--- src/rtl/count_display_driver_pkg.sv ---
// Shared types and constants for the two-digit count display driver.
package count_disp_pkg;

  localparam int REFRESH_W_DEF   = 17;
  localparam int DEAD_CYCLES_DEF = 64;

  typedef enum logic [1:0] {
    ST_ON0  = 2'd0,
    ST_GAP0 = 2'd1,
    ST_ON1  = 2'd2,
    ST_GAP1 = 2'd3
  } disp_state_e;

  // Active-low segment patterns, bit order {g,f,e,d,c,b,a}
  localparam logic [6:0] SEG_0   = 7'b1000000;
  localparam logic [6:0] SEG_1   = 7'b1111001;
  localparam logic [6:0] SEG_2   = 7'b0100100;
  localparam logic [6:0] SEG_3   = 7'b0110000;
  localparam logic [6:0] SEG_4   = 7'b0011001;
  localparam logic [6:0] SEG_5   = 7'b0010010;
  localparam logic [6:0] SEG_6   = 7'b0000010;
  localparam logic [6:0] SEG_7   = 7'b1111000;
  localparam logic [6:0] SEG_8   = 7'b0000000;
  localparam logic [6:0] SEG_9   = 7'b0010000;
  localparam logic [6:0] SEG_OFF = 7'h7F;

endpackage

--- src/rtl/count_display_driver_if.sv ---
// Count input and display pin bundle for count_display_driver.
interface count_display_driver_if;
  logic [3:0] count_in;
  logic [6:0] seg;
  logic [1:0] an;
  logic       dp;
  logic       upd;

  modport master (output count_in, input seg, an, dp, upd);
  modport slave  (input count_in, output seg, an, dp, upd);
endinterface

--- src/rtl/count_display_driver_seg7_decode.sv ---
// Combinational BCD digit to active-low seven-segment pattern.
module seg7_decode
  import count_disp_pkg::*;
(
  input  logic [3:0] val_i,
  output logic [6:0] seg_o
);

  always_comb begin
    seg_o = SEG_OFF;
    case (val_i)
      4'd0: seg_o = SEG_0;
      4'd1: seg_o = SEG_1;
      4'd2: seg_o = SEG_2;
      4'd3: seg_o = SEG_3;
      4'd4: seg_o = SEG_4;
      4'd5: seg_o = SEG_5;
      4'd6: seg_o = SEG_6;
      4'd7: seg_o = SEG_7;
      4'd8: seg_o = SEG_8;
      4'd9: seg_o = SEG_9;
      default: seg_o = SEG_OFF;
    endcase
  end

endmodule

--- src/rtl/count_display_driver.sv ---
// Synchronises a 4-bit count and shows it as two multiplexed decimal digits.
// Optional macro LEADING_ZERO_BLANK_EN blanks a zero tens digit.
module count_display_driver
  import count_disp_pkg::*;
#(
  parameter int REFRESH_W   = REFRESH_W_DEF,
  parameter int DEAD_CYCLES = DEAD_CYCLES_DEF
) (
  input  logic                         clk,
  input  logic                         rst,
  count_display_driver_if.slave        disp_io
);

  localparam logic [REFRESH_W-1:0] ON_TC   = '1;
  localparam logic [REFRESH_W-1:0] DEAD_TC = REFRESH_W'(DEAD_CYCLES - 1);

  logic [3:0]           sync1_q, sync2_q;
  logic [3:0]           cur_q, cur_d;
  logic [3:0]           shadow_q, shadow_d;
  logic                 upd_q, upd_d;
  disp_state_e          state_q, state_d;
  logic [REFRESH_W-1:0] rc_q, rc_d;
  logic [6:0]           seg_q, seg_d;
  logic [1:0]           an_q, an_d;
  logic                 dp_q;

  logic                 tens;
  logic [3:0]           ones;
  logic [3:0]           dec_in;
  logic [6:0]           dec_out;

  // Accept only when both sync stages agree, so a mid-transition sample is never taken
  always_comb begin
    cur_d = cur_q;
    upd_d = 1'b0;
    if ((sync1_q == sync2_q) && (sync2_q != cur_q)) begin
      cur_d = sync2_q;
      upd_d = 1'b1;
    end
  end

  always_comb begin
    state_d  = state_q;
    rc_d     = rc_q + 1'b1;
    shadow_d = shadow_q;
    case (state_q)
      ST_ON0:  if (rc_q == ON_TC)   state_d = ST_GAP0;
      ST_GAP0: if (rc_q == DEAD_TC) state_d = ST_ON1;
      ST_ON1:  if (rc_q == ON_TC)   state_d = ST_GAP1;
      ST_GAP1: begin
        if (rc_q == DEAD_TC) begin
          state_d  = ST_ON0;
          shadow_d = cur_q;
        end
      end
      default: state_d = ST_GAP1;
    endcase
    if (state_d != state_q) rc_d = '0;
  end

  // Outputs are registered, so they are derived from next-state values
  assign tens   = (shadow_d >= 4'd10);
  assign ones   = tens ? (shadow_d - 4'd10) : shadow_d;
  assign dec_in = (state_d == ST_ON1) ? {3'b000, tens} : ones;

  seg7_decode u_dec (
    .val_i (dec_in),
    .seg_o (dec_out)
  );

  always_comb begin
    seg_d = SEG_OFF;
    an_d  = 2'b11;
    case (state_d)
      ST_ON0: begin
        an_d  = 2'b10;
        seg_d = dec_out;
      end
      ST_ON1: begin
        an_d  = 2'b01;
        seg_d = dec_out;
`ifdef LEADING_ZERO_BLANK_EN
        if (!tens) seg_d = SEG_OFF;
`endif
      end
      default: begin
        an_d  = 2'b11;
        seg_d = SEG_OFF;
      end
    endcase
  end

  always_ff @(posedge clk) begin
    if (rst) begin
      sync1_q  <= '0;
      sync2_q  <= '0;
      cur_q    <= '0;
      shadow_q <= '0;
      upd_q    <= 1'b0;
      state_q  <= ST_GAP1;
      rc_q     <= '0;
      seg_q    <= SEG_OFF;
      an_q     <= 2'b11;
      dp_q     <= 1'b1;
    end else begin
      sync1_q  <= disp_io.count_in;
      sync2_q  <= sync1_q;
      cur_q    <= cur_d;
      shadow_q <= shadow_d;
      upd_q    <= upd_d;
      state_q  <= state_d;
      rc_q     <= rc_d;
      seg_q    <= seg_d;
      an_q     <= an_d;
      dp_q     <= 1'b1;
    end
  end

  assign disp_io.seg = seg_q;
  assign disp_io.an  = an_q;
  assign disp_io.dp  = dp_q;
  assign disp_io.upd = upd_q;

endmodule

--- src/flat_wrapper.sv ---
// flat-port wrapper written by rule: the top's interface ports become plain ports
module count_display_driver_flat import count_disp_pkg::*;
#(
  parameter int REFRESH_W   = REFRESH_W_DEF,
  parameter int DEAD_CYCLES = DEAD_CYCLES_DEF
)
  (clk, rst, disp_io_count_in, disp_io_seg, disp_io_an, disp_io_dp, disp_io_upd);
  count_display_driver_if disp_io_i ();
  input  logic clk;
  input  logic rst;
  input wire logic [$bits(disp_io_i.count_in)-1:0] disp_io_count_in;
  output wire logic [$bits(disp_io_i.seg)-1:0] disp_io_seg;
  output wire logic [$bits(disp_io_i.an)-1:0] disp_io_an;
  output wire logic [$bits(disp_io_i.dp)-1:0] disp_io_dp;
  output wire logic [$bits(disp_io_i.upd)-1:0] disp_io_upd;
  assign disp_io_i.count_in = disp_io_count_in;
  assign disp_io_seg = disp_io_i.seg;
  assign disp_io_an = disp_io_i.an;
  assign disp_io_dp = disp_io_i.dp;
  assign disp_io_upd = disp_io_i.upd;
  count_display_driver #(.REFRESH_W(REFRESH_W), .DEAD_CYCLES(DEAD_CYCLES)) u_core (.clk(clk), .rst(rst), .disp_io(disp_io_i));
endmodule
--- config.mk ---
export PLATFORM = sky130hd
export DESIGN_NAME = count_display_driver_flat
export DESIGN_NICKNAME = d
export VERILOG_FILES = /design/src/rtl/count_display_driver_pkg.sv /design/src/rtl/count_display_driver_if.sv /design/src/rtl/count_display_driver_seg7_decode.sv /design/src/rtl/count_display_driver.sv /design/src/flat_wrapper.sv
export SDC_FILE = /design/constraint.sdc
export NUM_CORES = 1
export LEC_CHECK = 0
export ABC_AREA = 1
export CELL_PAD_IN_SITES_DETAIL_PLACEMENT = 2
export CELL_PAD_IN_SITES_GLOBAL_PLACEMENT = 2
export CORE_ASPECT_RATIO = 0.7
export CORE_UTILIZATION = 30
export DETAILED_ROUTE_END_ITERATION = 10
export PLACE_DENSITY_LB_ADDON = 0.3
export RECOVER_POWER = 50
export SYNTH_ARGS = -nofsm -noshare
export SYNTH_HDL_FRONTEND = slang
export SYNTH_HIERARCHICAL = 1
export SYNTH_SLANG_ARGS = --single-unit
--- constraint.sdc ---
create_clock -name clk -period 2.75 [get_ports clk]
set_input_delay 0.55 -clock clk [delete_from_list [all_inputs] [get_ports clk]]
set_output_delay 0.55 -clock clk [all_outputs]
set_load 0.05 [all_outputs]
==> out/metrics.yaml, run 1 <==
synth_top_area_cell: "dfxtp_1"
initial_utilization_pct: 31.2
fin_cells: 404
power_density_nw_per_um2: 466
drv_slew: 0
pwr-share-comb_pct: 6.7
cts_tree: "yes"
ys.flop_type: "dfxtp_1"
maxCapViolCount: 0
ios: 17
htree_levels: 2
grt_max_degree: 18
switchingPower_mw: 0.286
cp.required_ns: 2.94
nets: 322
timing.rr.start: "u_core/rc_q[0]"
hp-start: "u_core/sync1_q[2]"
cts_inserted_buffers: 5
status: "completed"
synthCells: 270
syn_nets: 283
drtAntennaViolNets: 0
seq_power_share_pct: 53.0
drive_gt1_share_pct: 26.5
ys.warnings.count: 6
rr_endpoint: "u_core/disp_io.seg[0]"
clkTransAtPathRegs_ns: 0.08
ctsHoldBuffers: 0
timing.hold.ws_ns: 0.438
syn_avg_cell_area_um2: 7.85
synth_common_cells: "nand2_1 (47), dfxtp_1 (45), inv_1 (39)"
worst_slack_ns: 0.116
finClkSkew_ns: 0.00384
seq_area_frac_synth_pct: 42.5
grt_usage_pct: 15.0
hold_viol: 0
ff2ff_setup_slack_ns: 0.12
power_mw: 1.29
synth_area_leaders: "dfxtp_1 (43%), nand2_1 (8.3%), inv_1 (6.9%), nor2_1 (5.0%), ha_1 (4.1%)"
worst_setup_path_end_kind: "flop"
p_clk_share_pct: 40.3
p_int_mw: 1.01
fp.dieW_um: 102
cts_root_buffer: "clkbuf_8"
async_flop_share_pct: 0
post-route-period-util_pct: 95.8
fp.dieH_um: 72.3
via_per_inst: 4.50
setup_viol: 0
rr_worst_depth: 19
fmax_mhz: 380
clk_latency_ns: 0.30
power.leakage_nw: 1.19
grt-ovfl-total: 0
die_area_um2: 7410
synth_top_area_share_pct: 42.5
critPathMaxFanout: 4
antenna_found_initial: 0
rsz0062_at_grt: "true"
netlist_area_um2: 2120
yosysMostFrequentCell: "nand2_1"
path_common_cell: "nand2_2"
ys_seq_elements: 45
ys_types: 33
hold_depth: 2
holdPathEnd: "u_core/sync2_q[2]"
period_needed_ns: 2.63
dpl_worst_slack_ns: -0.104
gp_congestion: 0.716
ir_drop_v: 0.000253
swShare_pct: 22.2
routedWlPerCell_um: 13.4
syn2layout_area_growth_pct: 30.6
cts_buffer_depth: 2
dp_cells: 386
drc_errors: 0
cpPeakStageDelay_ns: 0.36
grt_pass1_wl_um: 8430
hp-class: "flop to flop"
path_class: "flop to flop"
routed_wl_um: 5430
io_buffers: 15
num_antenna_cells: 0
vias: 1820
core_area_um2: 6790
critPathLaunchType: "flop"
drtIter0Drc: 38
cts.sinks: 45
grt_pass1_vias: 1796
dp_hpwl_um: 3710
crit_arrival_ns: 2.82
rows: 25
synth_edf_count: 0
first_pass_iters: 4
slowest_stage: "dfxtp_2"
crit_chain: "ha_4 -> buf_4 -> nand2_2 -> nor2_2 -> nand3_2 -> nor2_4 -> nand3_2 -> nand2_2 -> nand3_4 -> inv_2 -> nand3_1 -> nand2_2 -> inv_4 -> ha_1 -> inv_1 -> nand2_1 -> nand3_1 -> nand2_1 -> or2_1"
per-stage QoR:
stage | utilization [%] | TNS, ns | instance area [um2]
5_1_grt | 40.8 | -0.324 | 2770
6_report | 40.8 | 0 | 2770
3_3_place_gp | 36.5 | 0 | 2480
2_1_floorplan | - | 0 | 2150
3_5_place_dp | 36.5 | -0.261 | 2480
4_1_cts | 38.9 | 0 | 2640
final cells by class:
class | count | area, um2
clock inverter | 1 | 30.0
inverter | 43 | 166
clock buffer | 7 | 86.3
sequential | 45 | 903
timing repair buffer | 35 | 308
multi-input combinational | 179 | 1160
fill | 790 | 4020
tap | 94 | 118
power by group through the flow:
| stage | Combinational [mW] | Sequential [mW] | Clock [mW] |
|---|---|---|---|
| finish | 0.0861 | 0.684 | 0.521 |
| detailed placement | 0.0824 | 0.700 | 0 |
| CTS | 0.0870 | 0.685 | 0.540 |
| global placement | 0.0803 | 0.699 | 0 |
| floorplan | 0.0528 | 0.702 | 0 |
| global route | 0.0982 | 0.687 | 0.569 |
registers in the layout, summed over array words and instances, names as in the netlist:
signal and count:
u_core/rc_q 17, u_core/cur_q 4, u_core/shadow_q 4, u_core/disp_io.seg 7, u_core/sync2_q 4, u_core/sync1_q 4
u_core/disp_io.upd 1, u_core/state_q 2, u_core/disp_io.an 2
metal layers:
metal	part of all wire, %	vias to the layer above	GRT usage [%]	wire, um
li1	-	916	-	-
met1	46	878	19.3	2490
met2	51	21	25.3	2750
met3	2.4	5	3.47	132
met4	1.0	0	3.81	57
met5	0	-	0	0
placed cells by master, fill, tap and decap left out, types with 2 or more instances in the layout:
master and instances:
dfxtp_1 43, nand2_1 40, inv_1 37, nor2_1 28, buf_4 18, nand2_2 15
clkdlybuf4s50_1 14, a21oi_1 12, nand3_1 11, xnor2_1 7, or2_1 7, clkbuf_8 6
nand4_1 6, o21ai_0 5, nand3_2 4, nor2_2 4, xor2_1 4, nor3_2 3
nor2_4 3, inv_2 3, ha_2 3, ha_4 3, nand3_4 2, nor3_4 2
nand2_4 2, or2_0 2, or2_2 2, nor3_1 2, nor3b_1 2, dfxtp_2 2
buf_6 2, inv_4 2
critical path, delay by kind of cell (launching register included):
kind | cells | cell delay, ns
buf+inv | 4 | 0.35
flops | 1 | 0.36
fa+ha+maj | 2 | 0.37
simple gates | 13 | 1.45
worst max path at each step:
stage	startpoint	end	cells past startpoint
5_1_grt	u_core/rc_q[0]	u_core/disp_io.seg[0]	19
4_1_cts	u_core/rc_q[6]	u_core/disp_io.seg[3]	16
2_1_floorplan	u_core/rc_q[1]	u_core/disp_io.seg[3]	17
3_3_place_gp	u_core/rc_q[1]	u_core/disp_io.seg[3]	17
3_5_place_dp	u_core/rc_q[1]	u_core/disp_io.seg[3]	17
6_report	u_core/rc_q[0]	u_core/disp_io.seg[0]	19
cell families (layout without fill, tap and decap cells):
| logic type | Yosys count | in the layout | synth area share, % |
|---|---|---|---|
| buf+inv | 46 | 86 | 8.50 |
| flops | 45 | 45 | 42.5 |
| fa+ha+maj | 7 | 7 | 4.13 |
| xor+xnor | 11 | 11 | 4.55 |
| simple gates | 138 | 138 | 34.2 |
| compound gates | 22 | 22 | 5.96 |
| other cells | 1 | 1 | 0.177 |
timing repair:
item | 4_1_cts | 5_1_grt
gates resized for setup | 5 | 23
pin swaps | 5 | 13
buffers inserted | 5 | 5
endpoints found under the setup margin | 7 | 7
Note: power is estimated with default switching activity, not from simulation.
==> run 2: changes to the inputs <==
--- a/config.mk
+++ b/config.mk
@@ -15,5 +15,4 @@
 export RECOVER_POWER = 50
 export SYNTH_ARGS = -nofsm -noshare
 export SYNTH_HDL_FRONTEND = slang
-export SYNTH_HIERARCHICAL = 1
 export SYNTH_SLANG_ARGS = --single-unit
==> run 2 against run 1 <==
  * Clock skew rose by 0.00093 ns
  * Flip-flop and latch count did not move
  * Largest cell class unchanged
  * Hold slack improved by 0.0067 ns
  * Highest routed layer unchanged
  * Clock-buffer cell count fell by 1
  * Sequential power barely moved
==> out/metrics.yaml, run 2 <==
path_common_cell: "nand2_1"
fin_tns_setup_ns: 0  # unchanged
regMostFlops: "u_core.rc_q"
initial_utilization_pct: 32.1  # +0.92 points
antenna_found_initial: 0  # unchanged
synth_top_area_share_pct: 43.6  # +1.1 points
vias: 1826  # +0.33%
cts_root_buffer: "clkbuf_8"
ir_drop_v: 0.000200  # -21%
routedWlPerCell_um: 14.2  # +5.5%
cts.sinks: 45  # unchanged
ys_types: 33  # unchanged
switchingPower_mw: 0.290  # +1.3%
synth_edf_count: 0  # unchanged
clkTransAtPathRegs_ns: 0.09  # about the same
cp.required_ns: 2.95  # about the same
core_area_um2: 6430  # -5.3%
worst_setup_path_end_kind: "flop"
period_needed_ns: 2.60  # -0.0356 ns
ys.flop_type: "dfxtp_1"
synth_top_area_cell: "dfxtp_1"
post-route-period-util_pct: 94.5  # -1.3 points
netlist_area_um2: 2070  # -2.5%
via_per_inst: 4.57  # +1.3%
die_area_um2: 7230  # -2.5%
path_class: "flop to flop"
swShare_pct: 24.8  # +2.6 points
power_density_nw_per_um2: 441  # -5.5%
ios: 17  # unchanged
first_pass_iters: 4  # unchanged
power.leakage_nw: 1.15  # -3.3%
slew_headroom_pct: 54.9
drc_errors: 0  # unchanged
gp_congestion: 0.740  # +3.3%
final_common_cell: "nand2_1"
syn_nets: 279  # -1.4%
routed_wl_um: 5670  # +4.4%
nets: 319  # -0.93%
synth_common_cells: "nand2_1 (48), dfxtp_1 (45), inv_1 (43)"
drive_gt1_share_pct: 21.4  # -5.1 points
slowest_stage: "dfxtp_2"
cpPeakStageDelay_ns: 0.36  # about the same
async_flop_share_pct: 0  # unchanged
hp-start: "u_core.sync1_q[2]"
yosysMostFrequentCell: "nand2_1"
clk_latency_ns: 0.29  # about the same
ys_seq_elements: 45  # unchanged
critPathLaunchType: "flop"
setup_viol: 0  # unchanged
synth_area_leaders: "dfxtp_1 (44%), nand2_1 (8.7%), inv_1 (7.8%), nor2_1 (7.1%), a21oi_1 (3.4%)"
final_util_pct: 41.3  # +0.50 points
timing.hold.ws_ns: 0.445  # +0.00666 ns
critPathMaxFanout: 3  # -1
pwr-share-comb_pct: 7.1  # +0.4 points
fp.dieH_um: 71.4  # -1.2%
p_clk_share_pct: 34.6  # -5.7 points
nFillCells: 762  # -3.5%
syn_avg_cell_area_um2: 7.71  # -1.8%
synthCells: 268  # -0.74%
hp-class: "flop to flop"
timing.rr.start: "u_core.rc_q[0]"
grt_pass1_vias: 1948  # +8.5%
cts_buffer_depth: 2  # unchanged
rows: 24  # -4.0%
ys.warnings.count: 0  # -6
drtAntennaViolNets: 0  # unchanged
grt_max_degree: 16  # -2
worst_slew_pin_slew_ns: 0.677
p_int_mw: 0.880  # -12%
status: "completed"
dp_cells: 387  # +0.26%
fin_cells: 400  # -0.99%
finClkSkew_ns: 0.00477  # +0.000930 ns
syn2layout_area_growth_pct: 28.5
grt_pass1_wl_um: 9230  # +9.4%
dp_hpwl_um: 4210  # +13%
cts_tree: "yes"
drtIter0Drc: 20  # -47%
largest_register_ffs: 17  # unchanged
seq_power_share_pct: 58.3  # +5.3 points
maxCapViolCount: 0  # unchanged
fp.dieW_um: 101  # -1.3%
hold_viol: 0  # unchanged
seq_area_frac_synth_pct: 43.6  # +1.1 points
cts_inserted_buffers: 5  # unchanged
fmax_mhz: 385  # +1.4%
htree_levels: 2  # unchanged
crit_arrival_ns: 2.79  # -0.03 ns
crit_start: "u_core.rc_q[0]"
grt_usage_pct: 16.4  # +1.4 points
power_mw: 1.17  # -9.4%
num_antenna_cells: 0  # unchanged
io_buffers: 15  # unchanged
grt-ovfl-total: 0  # unchanged
drv_slew: 0  # unchanged
crit_chain: "ha_4 -> nand3_4 -> nor2_8 -> nand3_2 -> nor2_1 -> nand2_1 -> inv_2 -> nand3_4 -> nor4_4 -> ha_2 -> nor2_2 -> inv_1 -> nand2_2 -> inv_2 -> nor2_4 -> nand3_2 -> nand2_4 -> buf_4 -> buf_4 -> nand3_2 -> nand2_1 -> nand2_1 -> nand2_1"
most-common-layout-cells: "nand2_1 (47), dfxtp_1 (43), inv_1 (39)"
[run 2: cell families after synthesis]
| kind of cell | after synthesis | synth area share, % |
|---|---|---|
| other | 1 | 0.182 |
| DFF | 45 | 43.6 |
| adders and majority gates | 5 | 3.03 |
| buffers and inverters | 49 | 9.15 |
| AOI/OAI and AO/OA | 29 | 8.06 |
| xor gates and xnor gates | 11 | 4.66 |
| and+or+nand+nor | 128 | 31.3 |
[run 2: final timing paths]
path,end,slack (ns),depth (start not counted)
worst min register to register,u_core.sync2_q[2],0.44,2
worst max-delay path,u_core.disp_io.seg[0],0.15,23
worst min-delay path,u_core.sync2_q[2],0.44,2
worst max register to register,u_core.disp_io.seg[0],0.15,23
[run 2: power groups by stage]
| stage | Clock, mW | Combinational (mW) | Sequential [mW] |
|---|---|---|---|
| after floorplan | 0 | 0.0499 | 0.697 |
| after global placement | 0 | 0.0774 | 0.695 |
| after detailed placement | 0 | 0.0809 | 0.696 |
| after CTS | 0.422 | 0.0834 | 0.683 |
| after global routing | 0.443 | 0.0940 | 0.685 |
| final | 0.405 | 0.0826 | 0.682 |
[run 2: per-layer routing]
metal	vias up	wire [um]	global-route usage, %
li1	913	-	-
met1	891	2790	21.5
met2	17	2730	28.3
met3	5	119	3.22
met4	0	31	3.38
met5	-	0	0
[run 2: worst max-delay path, delay by kind of cell, from the launching register on]
kind | cells | cell delay [ns]
flops | 1 | 0.36
buf+inv | 5 | 0.51
fa+ha+maj | 2 | 0.38
simple gates | 16 | 1.24
[run 2: repair_timing]
item,4_1_cts,5_1_grt
setup buffers,0,5
resized for setup,11,14
pin swaps,4,13
hold buffers,0,0
endpoints found under the setup margin,2,7
[run 2: metrics by stage]
step / setup WS, ns / cell area [um2]
after floorplan: 0.0724 / 2070
after global placement: 0.0848 / 2440
after detailed placement: -0.0473 / 2440
after CTS: 0.00533 / 2560
after global routing: -0.113 / 2650
final: 0.151 / 2650
[run 2: cell type report]
| class | count | area (um2) | area share, % |
|---|---|---|---|
| Clock buffer | 6 | 72.6 | 2.73 |
| Clock inverter | 2 | 10.0 | 0.377 |
| Inverter | 45 | 171 | 6.46 |
| Multi-Input combinational cell | 174 | 1070 | 40.2 |
| Sequential cell | 45 | 903 | 34.0 |
| Tap cell | 91 | 114 | 4.29 |
| Timing Repair Buffer | 37 | 315 | 11.9 |
==> RTL change 1: new RTL, flow settings as in run 2 <==
Change the package constant `REFRESH_W_DEF` from 17 to 25.
--- a/src/rtl/count_display_driver_pkg.sv
+++ b/src/rtl/count_display_driver_pkg.sv
@@ -1,7 +1,7 @@
 // Shared types and constants for the two-digit count display driver.
 package count_disp_pkg;
 
-  localparam int REFRESH_W_DEF   = 17;
+  localparam int REFRESH_W_DEF   = 25;
   localparam int DEAD_CYCLES_DEF = 64;
 
   typedef enum logic [1:0] {
Behaviour: same outputs for any inputs over 10 cycles, from zero or initial values and one cycle with rst high; that may be too few to reach the edited logic, so the function may still have changed.
==> RTL change 1 against run 2 <==
- worst setup slack gained 140 ps
- sequential power is 18% higher
- count of clock-buffer cells in the layout down 1
- sequential cell count is 8 higher
- total power is 45% higher
- clock skew increased by 1.4 ps
- area after synthesis increased by 29%
- non-clock buffer count is 20 lower
- routed wire length rose by 26%
- final area up 18%
- synthesized cell count is 35% higher
==> RTL change 1: results (changes against run 2) <==
Synth
  • Post-Syn Nets: 371 (was 279)
  • Dominant cells by area after synthesis: dfxtp_1, nor2_1, nand2_1 (was dfxtp_1, nand2_1, inv_1)
  • Top_reg_cell synth: dfxtp_1 (unchanged)
  • Seq/Total Area, Yosys: 40.0% (was 43.6%)
  • Commonest cells in the netlist: nor2_1, nand2_1, dfxtp_1 (was nand2_1, dfxtp_1, inv_1)
  • Synth warn: 0 (unchanged)
  • Unique masters post-synth: 32 (was 33)
  • Async SR Flop Fraction: 0% (unchanged)

Status
  • Outcome: complete, no violations (unchanged)

Clock network
  • Cts hold-fix bufs: 0 (unchanged)
  • CTS root buf: clkbuf_16 (was clkbuf_8)
  • Clk_lat worst skew: 290 ps (about the same)
  • Resized cells post-CTS: 0 (was 11)
  • Post-CTS Setup Repair Bufs: 0 (unchanged)
  • Longest Clk Path Bufs: 2 (unchanged)
  • Htree depth: 2 (unchanged)
  • Clock Pin Slew Worst Setup and Hold Paths: 70 ps (was 90 ps)

Final layout
  • Nets: 390 (was 319)
  • Share of cells above drive strength 1: 14.7% (was 21.4%)
  • Ant diodes: 0 (unchanged)
  • Max FFs per register: 25 (was 17)

Route
  • Wirelength, routed: 7140 um (was 5670 um)
  • Via Count: 2314 (was 1826)
  • Initial drt markers: 67 (was 20)
  • Initial DRT Pass Iterations: 4 (unchanged)

Global routing
  • Largest net degree at the start of global routing: 25 (was 16)
  • Vias in the first global route: 2390 (was 1948)
  • Initial antenna violation count: 0 (unchanged)
  • First-pass GRT wire length: 11800 um (was 9230 um)
  • Tot GR Track Use: 16.8% (was 16.4%)

Pwr
  • Switching share of power: 21.2% (was 24.8%)
  • VDD IR max: 0.224 mV (was 0.200 mV)
  • LEAKAGE: 1.23 nW (was 1.15 nW)

Placed design
  • Routability cong.: 0.762 (was 0.740)
  • HPWL Detailed: 5490 um (was 4210 um)
  • Port Buffers: 15 (unchanged)

Worst setup path
  • Worst path arrival time: 2630 ps (was 2790 ps)
  • Crit-path max FO: 4 (was 3)

Timing
  • Clock Skews: 6.17 ps (was 4.77 ps)
  • Max-slew headroom: 59.2% (was 54.9%)

Min path
  • Type of the worst min-delay path: reg -> reg (unchanged)
[RTL change 1: cell count changes after synthesis, sizes merged, moves of 8 or more]
| cell | delta |
|---|---|
| dfxtp | +8 |
| nand2 | +30 |
| nand3 | +10 |
| nor2 | +41 |
| nor3 | +10 |
[RTL change 1: cell families after synthesis]
group                    synth area share [%]
AO/OA/AOI/OAI                            4.52
buffers and inverters                    7.21
other                                   0.141
flip-flops                               40.0
AND/OR/NAND/NOR                          40.3
XOR/XNOR                                 5.94
adder cells (fa/ha/maj)                  1.89
[RTL change 1: metal layers]
metal | vias to the layer above | track usage, % | part of all wire (%)
li1 | 1156 | - | -
met1 | 1139 | 22.3 | 51
met2 | 15 | 27.7 | 46
met3 | 4 | 3.85 | 2.1
met4 | 0 | 4.29 | 0.67
met5 | - | 0 | 0
[RTL change 1: critical path: stages, from the launching register on]
cell	delay, ps
dfxtp_1	370
ha_1	230
nand2_1	130
nor2_4	150
nand2_1	120
nor2_2	180
nand3_1	90
nand2_1	80
nand2_2	80
nand3_4	100
nand2_1	100
nand2_4	100
inv_2	50
ha_1	310
nand2_1	80
nand2_1	60
nand2_1	60
nand2_1	50
[RTL change 1: per-stage QoR]
stage	utilization (%)	setup WS (ps)	power [mW]	cells	cell area, um2
2_1_floorplan	-	644	0.875	361	2660
6_report	36.7	289	1.70	501	3120
5_1_grt	36.7	62.9	1.76	501	3120
3_3_place_gp	34.5	457	0.899	493	2940
3_5_place_dp	34.5	313	0.905	493	2940
4_1_cts	36.8	286	1.72	501	3130
[RTL change 1: layout make-up]
type / instances / area, um2
flip-flops and latches: 53 / 1060
well taps: 120 / 150
repair buffers: 17 / 161
clock inverters: 3 / 65.1
fillers: 1010 / 5390
inverters: 43 / 161
multi-input cells: 260 / 1400
clock buffers: 5 / 125
[RTL change 1: power groups by stage]
stage | clock network [mW] | registers [mW] | logic [mW]
6_report | 0.812 | 0.803 | 0.0822
5_1_grt | 0.863 | 0.806 | 0.0906
4_1_cts | 0.836 | 0.804 | 0.0854
3_5_place_dp | 0 | 0.822 | 0.0831
3_3_place_gp | 0 | 0.820 | 0.0792
2_1_floorplan | 0 | 0.820 | 0.0551
[RTL change 1: path summary, 6_finish.rpt]
check,cells past startpoint,slack (ps),to,start
min reg2reg,2,440,u_core.sync2_q[3]$_SDFF_PP0_,u_core.sync1_q[3]$_SDFF_PP0_
min,2,440,u_core.sync2_q[3]$_SDFF_PP0_,u_core.sync1_q[3]$_SDFF_PP0_
max reg2reg,17,290,u_core.disp_io.seg[3]$_SDFF_PP1_,u_core.rc_q[0]$_SDFF_PP0_
max,17,290,u_core.disp_io.seg[3]$_SDFF_PP1_,u_core.rc_q[0]$_SDFF_PP0_
==> RTL change 2: new RTL, flow settings as in run 2 <==
Made on the original files. Make the reset (`rst`) asynchronous in one clocked block.
--- a/src/rtl/count_display_driver.sv
+++ b/src/rtl/count_display_driver.sv
@@ -90,7 +90,7 @@
     endcase
   end
 
-  always_ff @(posedge clk) begin
+  always_ff @(posedge clk or posedge rst) begin
     if (rst) begin
       sync1_q  <= '0;
       sync2_q  <= '0;
Behaviour: differs if rst is asserted again (counterexample within 4 cycles, from zero or initial values and one cycle with rst high); with rst held inactive, the same outputs for 10 cycles.
==> RTL change 2 against run 2 <==
- critical path type unchanged
- critical path depth is 1 higher
- area after synthesis is 9.7% higher
- worst setup slack worse by 420 ps
- final cell count is 2.5% higher
- highest routed layer unchanged
- sequential cell count stayed put
- global-route usage is 2.1 points higher
- the flow now finishes with violations (negative setup slack)
- first-iteration DRC count is 70% higher
- routed wire length is 24% higher
- combinational power is 6.9% higher
- final area is 16% higher
- utilization is 1.1 points higher
- hold slack worse by 49 ps
- count of clock-buffer cells in the layout is 1 higher
- total power is 10% higher
==> RTL change 2: results (changes against run 2) <==
Synth
  • Commonest cells in the netlist: nand2_1, dfrtp_1, nor2_1 (was nand2_1, dfxtp_1, inv_1)
  • Synth Area in Adders: 2.76% (was 3.03%)
  • Seq/Total Area, Yosys: 50.3% (was 43.6%)
  • Synth Area in Compound Gates: 2.93% (was 8.06%)

Placed design
  • HPWL Detailed: 4410 um (was 4210 um)
  • Placed Cells: 383 (was 387)

Final layout
  • Share of cells above drive strength 1: 37.5% (was 21.4%)
  • Register area: 1140 um2 (was 903 um2)
  • CLK BUF: 7 (was 6)
  • Signal buf overhead: 14.1% (was 11.9%)
  • Bufs w/o clock: 52 (was 37)

Clock network
  • Post-CTS Setup Repair Bufs: 16 (was 0)
  • Resized cells post-CTS: 9 (was 11)

Worst setup path
  • RR Endpoint: u_core.disp_io.seg[3]$_DFF_PP1_ (was u_core.disp_io.seg[0]$_SDFF_PP1_)
  • Worst path arrival time: 3270 ps (was 2790 ps)

Pwr
  • LEAKAGE: 1.46 nW (was 1.15 nW)
  • Clock group total power: 475 uW (was 405 uW)
  • VDD IR max: 0.191 mV (was 0.200 mV)

Route
  • Post-Route M1 WL: 3410 um (was 2790 um)

Timing
  • Final setup violating endpoints: 8 (was 0)
  • Setup TNS: -1060 ps (was 0 ps)
  • Final setup margin: -270 ps (was 151 ps)

Status
  • Violated checks: negative setup slack
  • Outcome: finished, violations left (was complete, no violations)

Global routing
  • First-pass GRT wire length: 11000 um (was 9230 um)
  • Met1 Track Usage GR: 25.0% (was 21.5%)
  • Met2 Track Usage GR: 30.8% (was 28.3%)
  • Largest net degree at the start of global routing: 46 (was 16)
-- RTL change 2: worst min-delay path by stage --
stage / startpoint / endpoint / slack [ps] / cells past startpoint
after floorplan: u_core.sync1_q[0]$_DFF_PP0_ / u_core.sync2_q[0]$_DFF_PP0_ / 370 / 0
after global placement: u_core.sync1_q[0]$_DFF_PP0_ / u_core.sync2_q[0]$_DFF_PP0_ / 380 / 0
after detailed placement: u_core.sync1_q[2]$_DFF_PP0_ / u_core.sync2_q[2]$_DFF_PP0_ / 380 / 0
after CTS: u_core.sync1_q[2]$_DFF_PP0_ / u_core.sync2_q[2]$_DFF_PP0_ / 400 / 0
after global routing: u_core.sync1_q[0]$_DFF_PP0_ / u_core.sync2_q[0]$_DFF_PP0_ / 410 / 0
final: u_core.sync1_q[2]$_DFF_PP0_ / u_core.sync2_q[2]$_DFF_PP0_ / 400 / 0
